==> config.mk <==
export PLATFORM = sky130hd
export DESIGN_NAME = life_grid_reader_flat
export DESIGN_NICKNAME = d
export VERILOG_FILES = /design/src/rtl/life_grid_reader_if.sv /design/src/rtl/life_grid_reader.sv /design/src/flat_wrapper.sv
export SDC_FILE = /design/constraint.sdc
export NUM_CORES = 1
export LEC_CHECK = 0
export ABC_AREA = 1
export CAP_MARGIN = 20
export CORE_ASPECT_RATIO = 1.4
export CORE_UTILIZATION = 28
export DETAILED_ROUTE_END_ITERATION = 8
export GPL_ROUTABILITY_DRIVEN = 0
export HOLD_SLACK_MARGIN = 0.05
export PLACE_DENSITY = 0.56
export SYNTH_ARGS = -nofsm -noshare
export SYNTH_HDL_FRONTEND = slang
export SYNTH_SLANG_ARGS = --single-unit
==> constraint.sdc <==
create_clock -name clk -period 1.8 [get_ports clk]
set_clock_uncertainty 0.1 [all_clocks]
set_input_delay 0.36 -clock clk [delete_from_list [all_inputs] [get_ports clk]]
set_output_delay 0.36 -clock clk [all_outputs]
set_load 0.01 [all_outputs]
==> src/rtl/life_grid_reader_if.sv <==
// Row-stream interface for life_grid_reader: valid/ready beats carrying one
// captured grid row, its index, and a last-row marker.
interface life_grid_reader_if #(
   parameter int WIDTH  = 8,
   parameter int HEIGHT = 8
);
   localparam int IDX_W = ($clog2(HEIGHT) > 1) ? $clog2(HEIGHT) : 1;

   logic             row_valid;
   logic             row_ready;
   logic [WIDTH-1:0] row_data;
   logic [IDX_W-1:0] row_idx;
   logic             row_last;

   modport master (
      output row_valid,
      output row_data,
      output row_idx,
      output row_last,
      input  row_ready
   );

   modport slave (
      input  row_valid,
      input  row_data,
      input  row_idx,
      input  row_last,
      output row_ready
   );
endinterface

==> src/rtl/life_grid_reader.sv <==
// life_grid_reader: on snap, captures the whole grid into a frame buffer and
// streams it out one row per beat over a valid/ready interface.
// Optional feature macro: LIFE_READER_POPCOUNT_EN adds live_count, the number
// of live cells in the most recently completed frame.
module life_grid_reader #(
   parameter int WIDTH  = 8,
   parameter int HEIGHT = 8
) (
   input  logic                      clk,
   input  logic                      rst,
   input  logic [WIDTH*HEIGHT-1:0]   grid_state,
   input  logic                      snap,
   output logic                      busy,
   output logic                      frame_done,
   output logic                      snap_overrun,
`ifdef LIFE_READER_POPCOUNT_EN
   output logic [$clog2(WIDTH*HEIGHT+1)-1:0] live_count,
`endif
   life_grid_reader_if.master        row_if
);

   localparam int N     = WIDTH * HEIGHT;
   localparam int IDX_W = ($clog2(HEIGHT) > 1) ? $clog2(HEIGHT) : 1;

   typedef enum logic {IDLE, SEND} state_t;

   state_t           state_q, state_d;
   logic [N-1:0]     buf_q, buf_d;
   logic [WIDTH-1:0] row_data_q, row_data_d;
   logic [IDX_W-1:0] row_idx_q, row_idx_d;
   logic             row_valid_q, row_valid_d;
   logic             row_last_q, row_last_d;
   logic             busy_q, busy_d;
   logic             frame_done_q, frame_done_d;
   logic             snap_overrun_q, snap_overrun_d;
   logic             xfer;
   logic [IDX_W-1:0] nxt_idx;
   int unsigned      nxt_base;

`ifdef LIFE_READER_POPCOUNT_EN
   localparam int CNT_W = $clog2(N + 1);

   logic [CNT_W-1:0] acc_q, acc_d;
   logic [CNT_W-1:0] live_count_q, live_count_d;

   function automatic logic [CNT_W-1:0] popcount(input logic [WIDTH-1:0] v);
      logic [CNT_W-1:0] s;
      s = '0;
      for (int unsigned i = 0; i < WIDTH; i++) s = s + CNT_W'(v[i]);
      return s;
   endfunction
`endif

   assign xfer = row_valid_q & row_if.row_ready;

   // Next-state and next-output computation for the capture/stream FSM.
   always_comb begin
      state_d        = state_q;
      buf_d          = buf_q;
      row_data_d     = row_data_q;
      row_idx_d      = row_idx_q;
      row_valid_d    = row_valid_q;
      row_last_d     = row_last_q;
      busy_d         = busy_q;
      frame_done_d   = 1'b0;
      snap_overrun_d = snap_overrun_q;
      nxt_idx        = row_idx_q + IDX_W'(1);
      nxt_base       = 0;
`ifdef LIFE_READER_POPCOUNT_EN
      acc_d          = acc_q;
      live_count_d   = live_count_q;
`endif
      case (state_q)
         IDLE: begin
            if (snap) begin
               buf_d       = grid_state;
               state_d     = SEND;
               row_valid_d = 1'b1;
               row_idx_d   = '0;
               row_data_d  = grid_state[WIDTH-1:0];
               row_last_d  = 1'b0;
               busy_d      = 1'b1;
`ifdef LIFE_READER_POPCOUNT_EN
               acc_d       = '0;
`endif
            end
         end
         SEND: begin
            if (snap) snap_overrun_d = 1'b1;
            if (xfer) begin
               if (row_last_q) begin
                  state_d      = IDLE;
                  row_valid_d  = 1'b0;
                  row_idx_d    = '0;
                  row_data_d   = '0;
                  row_last_d   = 1'b0;
                  busy_d       = 1'b0;
                  frame_done_d = 1'b1;
`ifdef LIFE_READER_POPCOUNT_EN
                  live_count_d = acc_q + popcount(row_data_q);
`endif
               end else begin
                  nxt_base   = int'(nxt_idx) * WIDTH;
                  row_idx_d  = nxt_idx;
                  row_data_d = buf_q[nxt_base +: WIDTH];
                  row_last_d = (nxt_idx == IDX_W'(HEIGHT - 1));
`ifdef LIFE_READER_POPCOUNT_EN
                  acc_d      = acc_q + popcount(row_data_q);
`endif
               end
            end
         end
         default: state_d = IDLE;
      endcase
   end

   // State and registered outputs, asynchronously cleared by active-low rst.
   always_ff @(posedge clk or negedge rst) begin
      if (!rst) begin
         state_q        <= IDLE;
         buf_q          <= '0;
         row_data_q     <= '0;
         row_idx_q      <= '0;
         row_valid_q    <= 1'b0;
         row_last_q     <= 1'b0;
         busy_q         <= 1'b0;
         frame_done_q   <= 1'b0;
         snap_overrun_q <= 1'b0;
`ifdef LIFE_READER_POPCOUNT_EN
         acc_q          <= '0;
         live_count_q   <= '0;
`endif
      end else begin
         state_q        <= state_d;
         buf_q          <= buf_d;
         row_data_q     <= row_data_d;
         row_idx_q      <= row_idx_d;
         row_valid_q    <= row_valid_d;
         row_last_q     <= row_last_d;
         busy_q         <= busy_d;
         frame_done_q   <= frame_done_d;
         snap_overrun_q <= snap_overrun_d;
`ifdef LIFE_READER_POPCOUNT_EN
         acc_q          <= acc_d;
         live_count_q   <= live_count_d;
`endif
      end
   end

   assign row_if.row_valid = row_valid_q;
   assign row_if.row_data  = row_data_q;
   assign row_if.row_idx   = row_idx_q;
   assign row_if.row_last  = row_last_q;
   assign busy             = busy_q;
   assign frame_done       = frame_done_q;
   assign snap_overrun     = snap_overrun_q;
`ifdef LIFE_READER_POPCOUNT_EN
   assign live_count       = live_count_q;
`endif

endmodule

==> src/flat_wrapper.sv <==
// flat-port wrapper written by rule: the top's interface ports become plain ports
module life_grid_reader_flat 
#(
   parameter int WIDTH  = 8,
   parameter int HEIGHT = 8
)
  (clk, rst, grid_state, snap, busy, frame_done, snap_overrun, row_if_row_valid, row_if_row_data, row_if_row_idx, row_if_row_last, row_if_row_ready);
  life_grid_reader_if #(.WIDTH(WIDTH), .HEIGHT(HEIGHT)) row_if_i ();
  input  logic clk;
  input  logic rst;
  input  logic [WIDTH*HEIGHT-1:0] grid_state;
  input  logic snap;
  output logic busy;
  output logic frame_done;
  output logic snap_overrun;
  output wire logic [$bits(row_if_i.row_valid)-1:0] row_if_row_valid;
  output wire logic [$bits(row_if_i.row_data)-1:0] row_if_row_data;
  output wire logic [$bits(row_if_i.row_idx)-1:0] row_if_row_idx;
  output wire logic [$bits(row_if_i.row_last)-1:0] row_if_row_last;
  input wire logic [$bits(row_if_i.row_ready)-1:0] row_if_row_ready;
  assign row_if_row_valid = row_if_i.row_valid;
  assign row_if_row_data = row_if_i.row_data;
  assign row_if_row_idx = row_if_i.row_idx;
  assign row_if_row_last = row_if_i.row_last;
  assign row_if_i.row_ready = row_if_row_ready;
  life_grid_reader #(.WIDTH(WIDTH), .HEIGHT(HEIGHT)) u_core (.clk(clk), .rst(rst), .grid_state(grid_state), .snap(snap), .busy(busy), .frame_done(frame_done), .snap_overrun(snap_overrun), .row_if(row_if_i));
endmodule
Word-level counts from Yosys, hierarchy flattened --
Cells that the tools add are included. W data, S select, Z words.
Word-level totals: register bits after elaboration 80
Cells by class: add/sub/neg operators 1, equality and inequality tests 4, shift-type cells 1, multiplexer cells 23, bitwise gates (word level) 2, reductions and logical operators 4
Operators with widths (count):
- $shiftx A64 B7 Y8 | 1
- $mux W8 | 3
- $pmux W8 S2 | 1
- $mux W1 | 12
- $mux W3 | 3
- $ne A2 B2 Y1 const B | 3
- $pmux W1 S2 | 3
- $pmux W3 S2 | 1
- $reduce_and A2 Y1 | 3
- $add A3 B1 Y3 const B | 1
- $eq A3 B3 Y1 const B | 1
- $reduce_and A3 Y1 | 1
- $and A1 B1 Y1 | 1
- $not A1 Y1 | 1

Longest topological paths before layout --
Gate-level depths: netlist of run 1.
depth in word-level cells 5, gate-level depth with buffers 13, depth with buffers taken out 9

Worst setup path before layout of run 1 --
Ideal clock, no wire load.
path kind flip-flop to flip-flop, from register u_core.row_idx_q[0], in the netlist u_core.row_if.row_idx[0], to register u_core.row_data_q[6], in the netlist u_core.row_if.row_data[6], arrival 1.695 ns, required time 1.587 ns, slack -0.108 ns, cell stages (with the launch flop) 14, clock period less this slack 1.908 ns, cells stage by stage dfrtp_1 > buf_4 > inv_2 > buf_4 > ha_1 > buf_2 > inv_2 > buf_6 > nand3_1 > nand2_1 > nand2_1 > nand3_1 > nand2_1 > inv_1
Between the ends: longest elaborated chain between the ends 5
Ends and longest elaborated chain:
- from (decl) | RTL line life_grid_reader.sv:30 | logic [IDX_W-1:0] row_idx_q, row_idx_d;
- from (signal assigned) | RTL line life_grid_reader.sv:137 | row_idx_q <= row_idx_d;
- $add A3 B1 Y3 | RTL line life_grid_reader.sv:67 | nxt_idx = row_idx_q + IDX_W'(1);
- $shiftx A64 B7 Y8 | RTL line life_grid_reader.sv:105 | row_data_d = buf_q[nxt_base +: WIDTH];
- $mux W8 | RTL line life_grid_reader.sv:91 | if (row_last_q) begin
- $mux W8 | RTL line life_grid_reader.sv:90 | if (xfer) begin
- $pmux W8 S2 | RTL line life_grid_reader.sv:73 | case (state_q)
- to (signal assigned) | RTL line life_grid_reader.sv:136 | row_data_q <= row_data_d;
- to (decl) | RTL line life_grid_reader.sv:29 | logic [WIDTH-1:0] row_data_q, row_data_d;
No other way between the ends. The select of a mux whose other input is x is not followed. A chain may end at the register's enable or synchronous reset.

==> results of run 1 <==
## sequential cells by signal, indices dropped and copies added, names as in the netlist
signal,cells
u_core.state_q,1
u_core.row_if.row_last,1
u_core.buf_q,64
u_core.row_if.row_data,8
u_core.frame_done,1
u_core.row_if.row_idx,3
u_core.snap_overrun,1
u_core.row_if.row_valid,1
## through the flow
stage,setup slack (ns),area (µm²),utilization [%],instances,hold slack (ns)
floorplan,0.0240,3950,-,515,-0.0356
global placement,0.0162,5010,37.1,772,0.221
detailed placement,0.00464,5010,37.1,772,0.221
CTS,0.00190,5300,39.2,790,0.384
global route,0.0138,5310,39.3,790,0.393
finish,0.0573,5310,39.3,790,0.371
## per-layer routing
layer	track usage (%)	part of all wire [%]	vias up
met3	3.29	4.9	8
met2	26.8	51	87
met1	19.8	42	1619
met5	0	0	-
met4	5.11	1.4	0
li1	-	-	1736
## cell type report
class	count	area, µm²	area share, %
Tap cell	182	228	4.29
Clock buffer	12	246	4.65
Multi-Input combinational cell	321	1440	27.1
Clock inverter	4	20.0	0.377
Sequential cell	80	2000	37.7
Timing Repair Buffer	104	1040	19.6
Inverter	87	329	6.20
## worst paths after layout
kind	slack, ns	end	depth (start not counted)	start
min in group asynchronous	0.39	u_core.buf_q[20]$_DFFE_PN0P_	2	rst
max in group asynchronous	0.67	u_core.buf_q[43]$_DFFE_PN0P_	3	rst
worst max-delay path	0.06	busy	1	u_core.row_if.row_valid$_DFFE_PN0P_
worst min-delay path	0.37	u_core.snap_overrun$_DFFE_PN0P_	1	u_core.snap_overrun$_DFFE_PN0P_
worst max register to register	0.17	u_core.row_if.row_data[0]$_DFFE_PN0P_	9	u_core.row_if.row_idx[1]$_DFFE_PN0P_
worst min register to register	0.37	u_core.snap_overrun$_DFFE_PN0P_	1	u_core.snap_overrun$_DFFE_PN0P_
## repair_timing
| action | CTS | global route |
|---|---|---|
| hold buffers | 1 | 0 |
| endpoints found under the setup margin | 1 | 2 |
| setup buffers | 1 | 0 |
| resized for setup | 0 | 2 |
| hold endpoints to repair | 26 | 0 |
## cell usage after synthesis, types with 3 or more instances
master	count
buf_4	10
buf_2	15
a21oi_1	56
inv_1	83
nand2_1	119
nand2_2	3
dfrtp_1	80
o21ai_1	10
nor2_1	75
nand3_1	41
inv_2	4
or2_0	6
## where the power goes
part,internal (mW),total (mW),switching [mW]
registers,2.57,2.85,0.278
clock network,0.962,1.65,0.689
logic,1.59,4.05,2.45
total,5.12,8.54,3.42
## placed cells by master, fill, tap and decap left out, drive strengths merged
cell             n
dfrtp           80
o21ai           11
a21o             1
clkinv           4
dlygate4sd3      1
inv             87
o31ai            2
dlymetal6s2s     1
clkbuf          12
nand3           42
or2              8
a21oi           57
nand2          122
nor2            76
clkdlybuf4s50   81
ha               2
buf             21
## kinds of logic (layout without fill, tap and decap cells)
group | after synthesis | in the layout | share of synthesized area [%]
AND/OR/NAND/NOR | 248 | 248 | 26.0
adder cells (fa/ha/maj) | 2 | 2 | 0.638
AO/OA/AOI/OAI | 71 | 71 | 9.55
buffers and inverters | 114 | 207 | 12.7
flip-flops | 80 | 80 | 51.1
==> flow_metrics.tcl, run 1 <==
set metrics [dict create \
    wl_per_cell_um 13.3 \
    drt_wl_total_um 10500 \
    dr.pass1.iters 4 \
    finalSetupViolCount 0 \
    critPathSlowestCell "clkdlybuf4s50_1" \
    fin_crit_ns 1.74 \
    grt_pass1_vias 3484 \
    vdd_drop_max_v 0.000605 \
    dp_hpwl_um 8140 \
    final_layout_size_suffix_gt1_share_pct 7.57 \
    die_w_um 102 \
    synth_cells 515 \
    antenna_found_initial 0 \
    drc 0 \
    rsz0062_at_grt "false" \
    dr.first_iter.drc_count 146 \
    routed_via_density 4.37 \
    synth_top_cell_area_share_pct 51.1 \
    grt_usage_pct 15.8 \
    fin_nets 673 \
    timing.final.crit_share_pct 96.8 \
    fill_cells 1445 \
    syn-num-nets 585 \
    io_buffers 83 \
    ios 84 \
    synth_cell_types 21 \
    ys.flop_type "dfrtp_1" \
    tightest_slew_ns 0.404 \
    initial_utilization_pct 29.0 \
    cts_buffers 9 \
    path_buf_inv 1 \
    arrival_ns 1.28 \
    powerDensity_nw_per_um2 1610 \
    fin_total_pwr_mw 8.54 \
    coreArea_um2 13500 \
    required_ns 1.34 \
    yosys.area.top_type "dfrtp_1" \
    path_cells "clkdlybuf4s50_1" \
    cts.path.max_buffers 2 \
    ys_seq_area_share_pct 51.1 \
    num_rows 50 \
    path_class "flop to output pin" \
    synth_edf_count 0 \
    hold_class "flop to flop" \
    clock_sinks 80 \
    synth_area_um2 3920 \
    max_slew_margin_pct 73.0 \
    grt_max_degree 35 \
    slew_violations 0 \
    postSynthAreaPerCell_um2 7.61 \
    n_antenna_cell 0 \
    async_flop_share_pct 100 \
    cap_viol_max_count 0 \
    postRouteAntennaNets 0 \
    htreeDepth 3 \
    grt_pass1_wl_um 17200 \
    critPathMaxFanout 4 \
    slowest_delay_ns 0.55 \
    cts_root_buf "clkbuf_16" \
    ys_warn_count 0 \
    insertion_delay_ns 0.34 \
    final.setup.tns_ns 0 \
    final_hold_viol_count 0 \
    p_leak_nw 2.69 \
    path_clk_slew_ns 0.06 \
    route.vias.total 3450 \
    outcome "finished, final reports clean" \
    grt_overflow 0 \
    fmax_mhz 574 \
    die_h_um 142 \
    synth.area.top_cells "dfrtp_1 (51%), nand2_1 (11%), inv_1 (8.0%), nor2_1 (7.2%), a21oi_1 (7.2%)" \
    crit_family "buffers and inverters" \
    cts_tree "done" \
    area_delta_synth_final_pct 35.4 \
    cp-end-kind "output pin" \
    dieArea_um2 14500 \
    ys_seq_elements 80 \
    cp-start-kind "flop" \
]
Note: power is estimated with default switching activity, not from simulation.
==> run 2, diff against run 1 <==
--- a/config.mk
+++ b/config.mk
@@ -8,11 +8,11 @@
 export ABC_AREA = 1
 export CAP_MARGIN = 20
 export CORE_ASPECT_RATIO = 1.4
-export CORE_UTILIZATION = 28
+export CORE_UTILIZATION = 50
 export DETAILED_ROUTE_END_ITERATION = 8
 export GPL_ROUTABILITY_DRIVEN = 0
 export HOLD_SLACK_MARGIN = 0.05
-export PLACE_DENSITY = 0.56
+export PLACE_DENSITY = 0.84
 export SYNTH_ARGS = -nofsm -noshare
 export SYNTH_HDL_FRONTEND = slang
 export SYNTH_SLANG_ARGS = --single-unit
==> constraint.sdc (replaced) <==
create_clock -name clk -period 2.1 [get_ports clk]
set_clock_uncertainty 0.1 [all_clocks]
set_input_delay 0.42 -clock clk [delete_from_list [all_inputs] [get_ports clk]]
set_output_delay 0.42 -clock clk [all_outputs]
set_load 0.01 [all_outputs]
==> run 2 against run 1 <==
Worst setup slack improved by 0.062 ns. Register-to-register slack improved by 0.02 ns. Global-route usage rose by 9.4 points. Flip-flop and latch count did not move. Non-clock buffer count fell by 12. Power fell by 19%. Critical path depth did not move. Core utilization rose by 28 points.
==> flow_metrics.tcl, run 2 (synthesis gave the netlist of run 1 again) <==
set metrics [dict create \
    slew_violations 0 \
    finalSetupViolCount 0 \
    coreArea_um2 7450 \
    die_w_um 76.8 \
    powerDensity_nw_per_um2 1400 \
    timing.final.crit_share_pct 94.3 \
    seqCellArea_um2 2000 \
    final_hold_viol_count 0 \
    cts_tree "done" \
    max_slew_margin_pct 65.2 \
    grt_pass1_vias 3411 \
    io_buffers 83 \
    r2r_end "u_core.row_if.row_data[7]$_DFFE_PN0P_" \
    timing.hold.ws_ns 0.363 \
    fin_total_pwr_mw 6.96 \
    dieArea_um2 8200 \
    outcome "finished, final reports clean" \
    drt_wl_total_um 9780 \
    path_class "flop to output pin" \
    fin_nets 661 \
    cts_setup_buffers 0 \
    num_rows 37 \
    r2r_slack_ns 0.19 \
    hold_class "flop to flop" \
    largest-register "u_core.buf_q" \
    reg2reg_from "u_core.row_if.row_idx[0]$_DFFE_PN0P_" \
    path_clk_slew_ns 0.07 \
    mostFrequentLayoutCells "nand2_1 (119), inv_1 (83), clkdlybuf4s50_1 (82)" \
    dr.pass1.iters 4 \
    antenna_found_initial 0 \
    wl_per_cell_um 14.1 \
    multi_input_area_um2 1420 \
    min_path_cells 1 \
    post_cts_resized 0 \
    dr.first_iter.drc_count 280 \
    required_ns 1.58 \
    clock_sinks 80 \
    n_antenna_cell 0 \
    grt_max_degree 54 \
    path_cells "clkdlybuf4s50_1" \
    initial_utilization_pct 52.6 \
    critPathMaxFanout 8 \
    rsz0062_at_grt "false" \
    cap_viol_max_count 0 \
    final_layout_size_suffix_gt1_share_pct 5.37 \
    insertion_delay_ns 0.36 \
    reg2regPathDepth 9 \
    cts.path.max_buffers 2 \
    die_h_um 107 \
    layout_commonest_cell "nand2_1" \
    final.setup.tns_ns 0 \
    fmax_mhz 505 \
    cts_buffers 9 \
    grt_usage_pct 25.2 \
    startpoint "u_core.row_if.row_idx[0]$_DFFE_PN0P_" \
    route.vias.total 3435 \
    crit_cells 1 \
    fill_cells 598 \
    postRouteAntennaNets 0 \
    cts_root_buf "clkbuf_8" \
    crit_path_end "row_if_row_idx[0]" \
    fin_crit_ns 1.98 \
    slowest_delay_ns 0.60 \
    ios 84 \
    largest_register_ffs 64 \
    dp_hpwl_um 6950 \
    path_buf_inv 1 \
    routed_via_density 4.96 \
    grt_overflow 0 \
    tightest_slew_ns 0.522 \
    p_leak_nw 2.57 \
    critPathSlowestCell "clkdlybuf4s50_1" \
    cp-end-kind "output pin" \
    arrival_ns 1.46 \
    cp-start-kind "flop" \
    crit_family "buffers and inverters" \
    area_delta_synth_final_pct 27.2 \
    vdd_drop_max_v 0.00107 \
    htreeDepth 3 \
    drc 0 \
    grt_pass1_wl_um 15800 \
]
## run 2: cell types whose count changed in the layout (fill, tap and decap cells not counted), sizes merged
cell / before / now
clkinv: 4 / 0
clkbuf: 12 / 14
buf: 21 / 9
clkdlybuf4s50: 81 / 82
bufinv: 0 / 1
dlymetal6s2s: 1 / 0
clkinvlp: 0 / 1
## run 2: worst min-delay path by stage
stage	from	end
2_1_floorplan	rst	u_core.buf_q[0]$_DFFE_PN0P_
3_3_place_gp	u_core.snap_overrun$_DFFE_PN0P_	u_core.snap_overrun$_DFFE_PN0P_
3_5_place_dp	u_core.snap_overrun$_DFFE_PN0P_	u_core.snap_overrun$_DFFE_PN0P_
4_1_cts	u_core.snap_overrun$_DFFE_PN0P_	u_core.snap_overrun$_DFFE_PN0P_
5_1_grt	u_core.snap_overrun$_DFFE_PN0P_	u_core.snap_overrun$_DFFE_PN0P_
6_report	u_core.snap_overrun$_DFFE_PN0P_	u_core.snap_overrun$_DFFE_PN0P_
## run 2: repair_timing
action	CTS	global route
hold endpoints to repair	38	0
setup endpoints to repair	0	0
hold buffers	1	0
## run 2: layer usage
metal / track usage, % / vias up / share of wire (%)
met4: 13.6 / 0 / 4.0
met1: 29.0 / 1589 / 40
met2: 43.4 / 110 / 51
li1: - / 1711 / -
met5: 0 / - / 0
met3: 5.70 / 25 / 5.1
## run 2: metrics by stage
stage	utilization [%]	setup slack [ns]	area [µm²]	instances
after global placement	64.0	0.269	4770	676
final	66.9	0.119	4980	693
after CTS	66.9	0.0982	4980	693
after global routing	66.9	0.0583	4980	693
after detailed placement	64.0	0.183	4770	676
after floorplan	-	0.192	3920	515
## run 2: worst reg2reg max path, cell delays in order (launching register included)
cell and delay (ns):
dfrtp_1 0.52, inv_2 0.08, ha_1 0.34, inv_2 0.27, nand3_1 0.16, nand2_1 0.12, nand2_1 0.07, nand3_1 0.09
nand2_1 0.06, inv_1 0.05
## run 2: cell type report
cell class | instances | share of cell area, %
multi-input cells | 321 | 28.5
clock buffers | 14 | 3.26
inverters | 87 | 6.55
clock inverters | 2 | 0.753
repair buffers | 92 | 18.3
well taps | 97 | 2.44
flip-flops and latches | 80 | 40.2
## run 2: power by group
part / internal [mW] / switching [mW]
clock network: 0.617 / 0.545
registers: 2.20 / 0.300
logic: 1.28 / 2.02
==> run 3, diff against run 2 <==
--- a/config.mk
+++ b/config.mk
@@ -7,12 +7,14 @@
 export LEC_CHECK = 0
 export ABC_AREA = 1
 export CAP_MARGIN = 20
-export CORE_ASPECT_RATIO = 1.4
+export CORE_ASPECT_RATIO = 1.25
+export CORE_MARGIN = 2
 export CORE_UTILIZATION = 50
 export DETAILED_ROUTE_END_ITERATION = 8
 export GPL_ROUTABILITY_DRIVEN = 0
 export HOLD_SLACK_MARGIN = 0.05
 export PLACE_DENSITY = 0.84
+export SETUP_SLACK_MARGIN = 0.2
 export SYNTH_ARGS = -nofsm -noshare
 export SYNTH_HDL_FRONTEND = slang
 export SYNTH_SLANG_ARGS = --single-unit
==> run 3 against run 2 <==
The run now ends with design-rule violations left. Flip-flop and latch count unchanged. Wire length increased by 2.0%. Worst setup slack improved by 0.11 ns. Hold slack improved by 0.0016 ns. Global-route usage decreased by 0.38 points. Critical path type unchanged. Largest cell class unchanged. Highest routed layer unchanged.
==> flow_metrics.tcl, run 3 (synthesis gave the netlist of run 1 again) <==
set metrics [dict create \
    grt_usage_pct 24.8 \
    hold_class "flop to flop" \
    cp-end-kind "output pin" \
    path_buf_inv 1 \
    reg2reg_from "u_core.row_if.row_idx[0]$_DFFE_PN0P_" \
    path_class "flop to output pin" \
    cts_buffers 9 \
    critPathMaxFanout 4 \
    outcome "complete, but fails checks" \
    cts_tree "done" \
    grt_pass1_vias 3668 \
    crit_family "buffers and inverters" \
    max_slew_margin_pct 63.9 \
    final_layout_size_suffix_gt1_share_pct 6.04 \
    failed_checks "design-rule violations" \
    finalSetupViolCount 0 \
    seqCellArea_um2 2000 \
    drt_wl_total_um 9980 \
    cts_root_buf "clkbuf_8" \
    required_ns 1.58 \
    initial_utilization_pct 50.9 \
    fmax_mhz 534 \
    mostFrequentLayoutCells "nand2_1 (119), inv_1 (83), clkdlybuf4s50_1 (82)" \
    tightest_slew_ns 0.541 \
    drc 2 \
    grt_overflow 0 \
    ios 84 \
    slew_violations 0 \
    critPathSlowestCell "clkdlybuf4s50_1" \
    largest_register_ffs 64 \
    postRouteAntennaNets 0 \
    vdd_drop_max_v 0.00117 \
    antenna_found_initial 0 \
    fin_crit_ns 1.87 \
    largest-register "u_core.buf_q" \
    path_clk_slew_ns 0.08 \
    layout_commonest_cell "nand2_1" \
    clock_sinks 80 \
    cts.path.max_buffers 2 \
    n_antenna_cell 0 \
    hold_start "u_core.snap_overrun$_DFFE_PN0P_" \
    p_leak_nw 2.58 \
    htreeDepth 3 \
    rsz0062_at_grt "false" \
    routed_via_density 5.16 \
    r2r_slack_ns 0.31 \
    final_cells 691 \
    dr.first_iter.drc_count 294 \
    wl_per_cell_um 14.4 \
    multi_input_area_um2 1430 \
    fin_nets 661 \
    insertion_delay_ns 0.36 \
    die_w_um 83.2 \
    io_buffers 83 \
    final_hold_viol_count 0 \
    path_cells "clkdlybuf4s50_1" \
    met3_usage_pct 3.04 \
    grt_pass1_wl_um 16700 \
    slowest_delay_ns 0.57 \
    powerDensity_nw_per_um2 1420 \
    route.vias.total 3569 \
    place_inst 672 \
    cp-start-kind "flop" \
    whs_endpoint "u_core.snap_overrun$_DFFE_PN0P_" \
    die_h_um 103 \
    dieArea_um2 8570 \
    fill_cells 650 \
    setup_ws_ns 0.229 \
    cap_viol_max_count 0 \
    grt-busiest-layer "met2" \
    timing.final.crit_share_pct 89.1 \
    grtUsageMet1_pct 29.7 \
    min_path_cells 1 \
    final.setup.tns_ns 0 \
    dr.pass1.iters 7 \
    dp_hpwl_um 7040 \
    post-place-ws_ns 0.173 \
    arrival_ns 1.35 \
    num_rows 36 \
    area_delta_synth_final_pct 28.1 \
    r2r_end "u_core.row_if.row_data[5]$_DFFE_PN0P_" \
    use_met2_pct 44.3 \
    coreArea_um2 7700 \
    reg2regPathDepth 9 \
    grt_max_degree 130 \
]
## run 3: routing by layer
metal | vias to the layer above | part of all wire, % | wire length (µm)
li1 | 1710 | - | -
met1 | 1664 | 39 | 3940
met2 | 154 | 51 | 5100
met3 | 41 | 5.3 | 529
met4 | 0 | 4.2 | 421
met5 | - | 0 | 0
## run 3: cell type report
| cell class | count | share of cell area, % |
|---|---|---|
| multi-input combinational | 321 | 28.4 |
| clock inverter | 7 | 1.92 |
| clock buffer | 9 | 2.47 |
| tap | 95 | 2.37 |
| timing repair buffer | 92 | 18.4 |
| inverter | 87 | 6.51 |
| sequential | 80 | 39.9 |
## run 3: timing repair
action                                  CTS  global route
endpoints found under the setup margin    1            10
gates resized for setup                   0             2
hold buffers                              1             0
endpoints found under the hold margin    39             0
setup buffers                             1             1
## run 3: worst max path at each step
| stage | slack [ns] | start | cells past startpoint | to |
|---|---|---|---|---|
| global route | 0.20 | u_core.row_if.row_idx[0]$_DFFE_PN0P_ | 1 | row_if_row_idx[0] |
| finish | 0.23 | u_core.row_if.row_idx[1]$_DFFE_PN0P_ | 1 | row_if_row_idx[1] |
| floorplan | 0.21 | u_core.row_if.row_idx[0]$_DFFE_PN0P_ | 13 | u_core.row_if.row_data[5]$_DFFE_PN0P_ |
| CTS | 0.23 | u_core.row_if.row_idx[1]$_DFFE_PN0P_ | 1 | row_if_row_idx[1] |
| global placement | 0.25 | snap | 5 | u_core.buf_q[9]$_DFFE_PN0P_ |
| detailed placement | 0.17 | row_if_row_ready | 8 | u_core.row_if.row_data[5]$_DFFE_PN0P_ |
## run 3: metrics by stage
stage / utilization, % / power, mW / cell area [µm²] / hold slack (ns)
final: 65.2 / 7.14 / 5020 / 0.364
after global routing: 65.2 / 7.71 / 5020 / 0.389
after detailed placement: 61.9 / 5.81 / 4770 / 0.340
after global placement: 61.9 / 5.65 / 4770 / 0.331
after floorplan: - / 4.75 / 3930 / 0.0244
after CTS: 65.0 / 7.10 / 5010 / 0.370
## run 3: power by group
part	leakage, nW	switching (mW)	internal, mW
clock	0.101	0.593	0.668
combinational	1.60	2.09	1.32
sequential	0.875	0.285	2.20
total	2.58	2.96	4.18
